## src/rtl/rv32i_wb_arbiter.sv

```systemverilog
// Writeback arbiter: per-requester result FIFOs feeding one RF write port and the CDB.
// Round-robin selection among non-empty FIFOs; the winner is registered onto the outputs.
module rv32i_wb_arbiter #(
  parameter int NUM_REQ     = 3,
  parameter int FIFO_DEPTH  = 2,
  parameter int PHYS_IDX_BW = 6,
  parameter int DATA_BW     = 32,
  parameter int ROB_IDX_BW  = 4
) (
  input  logic                                  clk,
  input  logic                                  rstn,
  input  logic                                  i_flush,
  input  logic [NUM_REQ-1:0]                    i_req_vld,
  output logic [NUM_REQ-1:0]                    o_req_rdy,
  input  logic [NUM_REQ-1:0]                    i_req_dst_vld,
  input  logic [NUM_REQ-1:0][PHYS_IDX_BW-1:0]   i_req_phys_idx,
  input  logic [NUM_REQ-1:0][DATA_BW-1:0]       i_req_data,
  input  logic [NUM_REQ-1:0][ROB_IDX_BW-1:0]    i_req_rob_idx,
  output logic                                  o_rf_wen,
  output logic [PHYS_IDX_BW-1:0]                o_rf_wr_idx,
  output logic [DATA_BW-1:0]                    o_rf_wdata,
  output logic                                  o_cdb_vld,
  output logic                                  o_cdb_dst_vld,
  output logic [PHYS_IDX_BW-1:0]                o_cdb_phys_idx,
  output logic [DATA_BW-1:0]                    o_cdb_data,
  output logic [ROB_IDX_BW-1:0]                 o_cdb_rob_idx,
  output logic                                  o_idle
);

  localparam int PTR_BW = (FIFO_DEPTH > 1) ? $clog2(FIFO_DEPTH) : 1;
  localparam int CNT_BW = $clog2(FIFO_DEPTH + 1);
  localparam int GNT_BW = (NUM_REQ > 1) ? $clog2(NUM_REQ) : 1;

  typedef struct packed {
    logic                   dst_vld;
    logic [PHYS_IDX_BW-1:0] phys_idx;
    logic [DATA_BW-1:0]     data;
    logic [ROB_IDX_BW-1:0]  rob_idx;
  } wb_entry_t;

  wb_entry_t          mem [NUM_REQ][FIFO_DEPTH];
  logic [PTR_BW-1:0]  wr_ptr [NUM_REQ];
  logic [PTR_BW-1:0]  rd_ptr [NUM_REQ];
  logic [CNT_BW-1:0]  count [NUM_REQ];
  logic [GNT_BW-1:0]  last_grant;

  wb_entry_t          entry_in [NUM_REQ];
  wb_entry_t          head [NUM_REQ];
  logic [NUM_REQ-1:0] not_empty;
  logic [NUM_REQ-1:0] push;
  logic [NUM_REQ-1:0] pop;
  logic               grant_vld;
  logic [GNT_BW-1:0]  grant_idx;
  wb_entry_t          grant_entry;
  int                 cand;

  // Handshake: an entry transfers on a cycle where i_req_vld[i] and o_req_rdy[i]
  // are both high and i_flush is low; ready depends only on the registered count.
  always_comb begin
    for (int i = 0; i < NUM_REQ; i++) begin
      not_empty[i] = (count[i] != '0);
      o_req_rdy[i] = (count[i] != CNT_BW'(FIFO_DEPTH));
      push[i]      = i_req_vld[i] & o_req_rdy[i] & ~i_flush;
      entry_in[i]  = '{dst_vld:  i_req_dst_vld[i],
                       phys_idx: i_req_phys_idx[i],
                       data:     i_req_data[i],
                       rob_idx:  i_req_rob_idx[i]};
      head[i]      = mem[i][rd_ptr[i]];
    end
  end

  // Search starts just past the previous winner, so every busy FIFO wins within NUM_REQ cycles.
  always_comb begin
    grant_vld = 1'b0;
    grant_idx = last_grant;
    cand      = 0;
    for (int k = 1; k <= NUM_REQ; k++) begin
      cand = (int'(last_grant) + k) % NUM_REQ;
      if (!grant_vld && not_empty[cand] && !i_flush) begin
        grant_vld = 1'b1;
        grant_idx = GNT_BW'(cand);
      end
    end
    for (int i = 0; i < NUM_REQ; i++) begin
      pop[i] = grant_vld && (grant_idx == GNT_BW'(i));
    end
    grant_entry = head[grant_idx];
  end

  always_ff @(posedge clk) begin
    for (int i = 0; i < NUM_REQ; i++) begin
      if (push[i]) begin
        mem[i][wr_ptr[i]] <= entry_in[i];
      end
    end
  end

  always_ff @(posedge clk) begin
    if (!rstn) begin
      for (int i = 0; i < NUM_REQ; i++) begin
        wr_ptr[i] <= '0;
        rd_ptr[i] <= '0;
        count[i]  <= '0;
      end
      last_grant <= GNT_BW'(NUM_REQ - 1);
    end else if (i_flush) begin
      for (int i = 0; i < NUM_REQ; i++) begin
        wr_ptr[i] <= '0;
        rd_ptr[i] <= '0;
        count[i]  <= '0;
      end
    end else begin
      for (int i = 0; i < NUM_REQ; i++) begin
        if (push[i]) wr_ptr[i] <= wr_ptr[i] + 1'b1;
        if (pop[i])  rd_ptr[i] <= rd_ptr[i] + 1'b1;
        count[i] <= count[i] + CNT_BW'(push[i]) - CNT_BW'(pop[i]);
      end
      if (grant_vld) last_grant <= grant_idx;
    end
  end

  // Index/data fields hold their last broadcast value when nothing is granted.
  always_ff @(posedge clk) begin
    if (!rstn) begin
      o_cdb_vld      <= 1'b0;
      o_cdb_dst_vld  <= 1'b0;
      o_cdb_phys_idx <= '0;
      o_cdb_data     <= '0;
      o_cdb_rob_idx  <= '0;
      o_rf_wen       <= 1'b0;
      o_rf_wr_idx    <= '0;
      o_rf_wdata     <= '0;
    end else begin
      o_cdb_vld <= grant_vld;
      o_rf_wen  <= grant_vld & grant_entry.dst_vld;
      if (grant_vld) begin
        o_cdb_dst_vld  <= grant_entry.dst_vld;
        o_cdb_phys_idx <= grant_entry.phys_idx;
        o_cdb_data     <= grant_entry.data;
        o_cdb_rob_idx  <= grant_entry.rob_idx;
        o_rf_wr_idx    <= grant_entry.phys_idx;
        o_rf_wdata     <= grant_entry.data;
      end
    end
  end

  assign o_idle = (not_empty == '0) & ~o_cdb_vld;

endmodule

```

## config.mk

```make
export PLATFORM = sky130hd
export DESIGN_NAME = rv32i_wb_arbiter
export DESIGN_NICKNAME = d
export VERILOG_FILES = /design/src/rtl/rv32i_wb_arbiter.sv
export SDC_FILE = /design/constraint.sdc
export NUM_CORES = 1
export LEC_CHECK = 0
export ABC_AREA = 1
export ABC_CLOCK_PERIOD_IN_PS = 6300
export CAP_MARGIN = 20
export CORE_ASPECT_RATIO = 1.25
export CORE_UTILIZATION = 57
export CTS_CLUSTER_DIAMETER = 30
export DETAILED_ROUTE_END_ITERATION = 6
export PLACE_DENSITY = 0.95
export SETUP_SLACK_MARGIN = 0.3
export SYNTH_ARGS = -nofsm -noshare
export SYNTH_HDL_FRONTEND = slang
export SYNTH_SLANG_ARGS = --single-unit
```

## constraint.sdc

```tcl
create_clock -name clk -period 6.3 [get_ports clk]
set_input_delay 0.945 -clock clk [delete_from_list [all_inputs] [get_ports clk]]
set_output_delay 0.945 -clock clk [all_outputs]
set_load 0.05 [all_outputs]
```

==> results.yml <==
clock_network:
  post_cts_buffers: 0
  ctsResizeCount: 0
  root_buffer: "clkbuf_16"
  cts.clk_slew.worst_paths_ns: 0.05
  cts_buffers: 43
  ctsHtreeMaxLevel: 2
  cts_hold_buffers: 0
  clk_path_buf_depth: 3
  cts_sinks: 317
  clock_latency_ns: 0.54
  cts_tree: "done"
yosys:
  syn_inst: 1154
  async_flop_share_pct: 0
  yosysWarnings: 0
  post-synth-top-count-cell: "nand2_1"
  syn_area_mm2: 0.01333
  yosys-top-cells-count: "486 x nand2_1, 270 x edfxtp_1, 83 x mux2_2"
  synth_edf_count: 270
  yosysTopAreaCell: "edfxtp_1"
  synth_seq_cells: 317
  yosysTopAreaCellShare_pct: 60.83
  seq_area_frac_synth_pct: 67.89
  synth_cell_types: 34
  postSynthAreaPerCell_um2: 11.55
  synth_ff_type: "edfxtp_1"
  ys_top_cells_by_area: "edfxtp_1 61%, nand2_1 14%, dfxtp_1 7.1%, mux2_2 7.0%, buf_4 2.8%"
worst_setup_path:
  ff2ff_path_depth: 18
  path_max_fanout: 40
  reg2reg_from: "last_grant[0]"
  critical_path_class: "in2reg"
  r2r-end: "count[0][1]"
  critPathArrivalTime_ns: 4.59
  crit_path_start_kind: "input pin"
  crit_required_ns: 6.67
  cp-end-kind: "flip-flop"
  regToRegSetupSlack_ns: 2.16
pwr:
  switching_share_pct: 39.32
  p_int_mw: 4.933
  power_frac_comb_pct: 38.1
  seqPwrFrac_pct: 32.3
  p_clk_share_pct: 29.5
  peakVddDrop_mv: 0.3426
  power_leakage_nw: 6.704
  switching_power_mw: 3.196
  cellPowerDensity_mw_per_mm2: 478.2
routing:
  vias: 9005
  drtIter0Drc: 743
  drc: 16
  viasPerCell: 5.370
  ant_nets: 0
  firstDrtPassIters: 7
  avgRoutedWirePerCell_um: 18.72
  drt-total-wl_mm: 31.39
outcome:
  status: "finished with violations"
  violations: "design-rule violations"
global_route:
  busiest_layer: "met2"
  grt_pass1_vias: 9223
  overflow: 0
  grt_pass1_wl_mm: 49.20
  grt_max_degree: 48
  grt_use_total_pct: 26.61
  gr-usage-met1_pct: 32.86
  grtUsageMet3_pct: 4.486
  grtUsageMet2_pct: 45.45
  grt_antenna_before_repair: 7
cells_and_area:
  fin_area_mm2: 0.01700
  nets: 1493
  synthToLayoutAreaGrowth_pct: 27.53
  final_layout_size_suffix_gt1_share_pct: 14.69
timing:
  drv_slew: 0
  worst_slew_pin_slew_ns: 0.9971
  rsz0062_at_grt: "false"
  fmax_mhz: 236.7
  final_hold_viol_count: 0
  setup_viol: 0
  clock_skew_ns: 0.01911
  min_period_over_period_pct: 67.06
  slew_headroom_pct: 33.37
  period_needed_ns: 4.225
  setup_tns_ns: 0
placement:
  gp_congestion: 0.8922
  numPortBuffers: 221
  place_hpwl_mm: 21.03
  dpl_cell_area_mm2: 0.01553
floorplan:
  die_area_mm2: 0.02400
  die_w_um: 138.8
  coreArea_mm2: 0.02296
  die_h_um: 173.0
  row_count: 62
  ios: 222
  start_util_pct: 58.05
worst_hold_path:
  hold_path.class: "reg2reg"
  min_from: "o_cdb_dst_vld"
  hold-path-cell-count: 2
  hold_end: "o_cdb_dst_vld"
flow_run:
  maxCapViolCount: 0
==> power by group through the flow <==
stage | registers, mW | clock network (mW) | logic [mW]
floorplan | 2.91 | 0 | 2.05
global placement | 2.66 | 0 | 2.96
detailed placement | 2.67 | 0 | 3.05
CTS | 2.63 | 2.42 | 3.10
global route | 2.65 | 2.51 | 3.37
finish | 2.63 | 2.40 | 3.10
==> area by class of cell <==
cell class | count | area, µm²
flip-flops and latches | 317 | 9049
clock inverters | 29 | 294.0
inverters | 37 | 138.9
clock buffers | 49 | 1161
fillers | 1420 | 5963
repair buffers | 232 | 2310
well taps | 288 | 360.3
multi-input cells | 718 | 3669
diodes | 7 | 17.52
==> placed cells by master (no fill, tap or decap), types with 6 or more instances in the layout <==
| cell type | instances |
|---|---|
| buf_4 | 10 |
| clkbuf_16 | 45 |
| clkdlybuf4s50_1 | 220 |
| conb_1 | 6 |
| dfxtp_1 | 47 |
| diode_2 | 7 |
| edfxtp_1 | 270 |
| ha_1 | 9 |
| inv_1 | 28 |
| inv_2 | 8 |
| inv_6 | 7 |
| mux2_2 | 83 |
| nand2_1 | 486 |
| nand3_1 | 44 |
| nor2_1 | 37 |
| nor2_4 | 10 |
| o21ai_1 | 9 |
==> sequential cells by signal, summed over array words and instances, names as in the netlist <==
name           count
mem              258
o_rf_wdata        32
count              6
o_rf_wr_idx        6
o_cdb_rob_idx      4
rd_ptr             3
wr_ptr             3
last_grant         2
o_cdb_dst_vld      1
o_cdb_vld          1
o_rf_wen           1
==> cells by family (layout without fill, tap and decap cells) <==
family | count (synthesis) | count (layout) | share of synthesized area (%)
simple gates | 593 | 593 | 17.80
flops | 317 | 317 | 67.89
buf+inv | 124 | 347 | 5.069
mux | 85 | 85 | 7.162
compound gates | 22 | 22 | 1.014
fa+ha+maj | 9 | 9 | 0.8448
xor+xnor | 3 | 3 | 0.1972
other cells | 1 | 13 | 0.02813
==> worst max path at each step <==
stage / slack [ns] / to / start / cells past startpoint
3_3_place_gp: 1.68 / count[0][1] / i_flush / 15
6_report: 2.08 / count[0][1] / i_flush / 15
5_1_grt: 1.81 / count[0][1] / i_flush / 15
3_5_place_dp: 1.55 / count[0][1] / i_flush / 15
4_1_cts: 2.07 / count[0][1] / i_flush / 15
2_1_floorplan: 2.69 / mem[0][100] / i_flush / 4
==> per-layer routing <==
metal / share of wire (%) / wire length, µm / up-vias
li1: - / - / 4241
met4: 4.4 / 1372 / 0
met1: 39 / 12090 / 4260
met3: 6.4 / 2015 / 87
met5: 0 / 0 / -
met2: 51 / 15910 / 417
==> critical path, stage by stage <==
cell	delay (ns)
clkdlybuf4s50_1	0.70
a21oi_4	0.08
nand2_2	0.20
o21a_2	0.22
inv_2	0.05
nor2_4	0.74
inv_2	0.33
nand2_1	0.19
inv_1	0.05
ha_1	0.26
inv_1	0.04
ha_1	0.19
xnor2_1	0.13
or2_2	0.29
a21oi_1	0.15
==> per-stage QoR <==
stage	cells	utilization [%]	hold slack (ns)	setup slack, ns	power (mW)
after CTS	1670	73.95	0.5016	2.068	8.146
after global placement	1591	67.50	0.4933	1.685	5.611
after global routing	1677	74.03	0.5268	1.813	8.525
after detailed placement	1592	67.62	0.4925	1.551	5.716
after floorplan	1159	-	0.5554	2.688	4.959
final	1677	74.03	0.4964	2.075	8.129
Note: power is estimated with default switching activity, not from simulation.
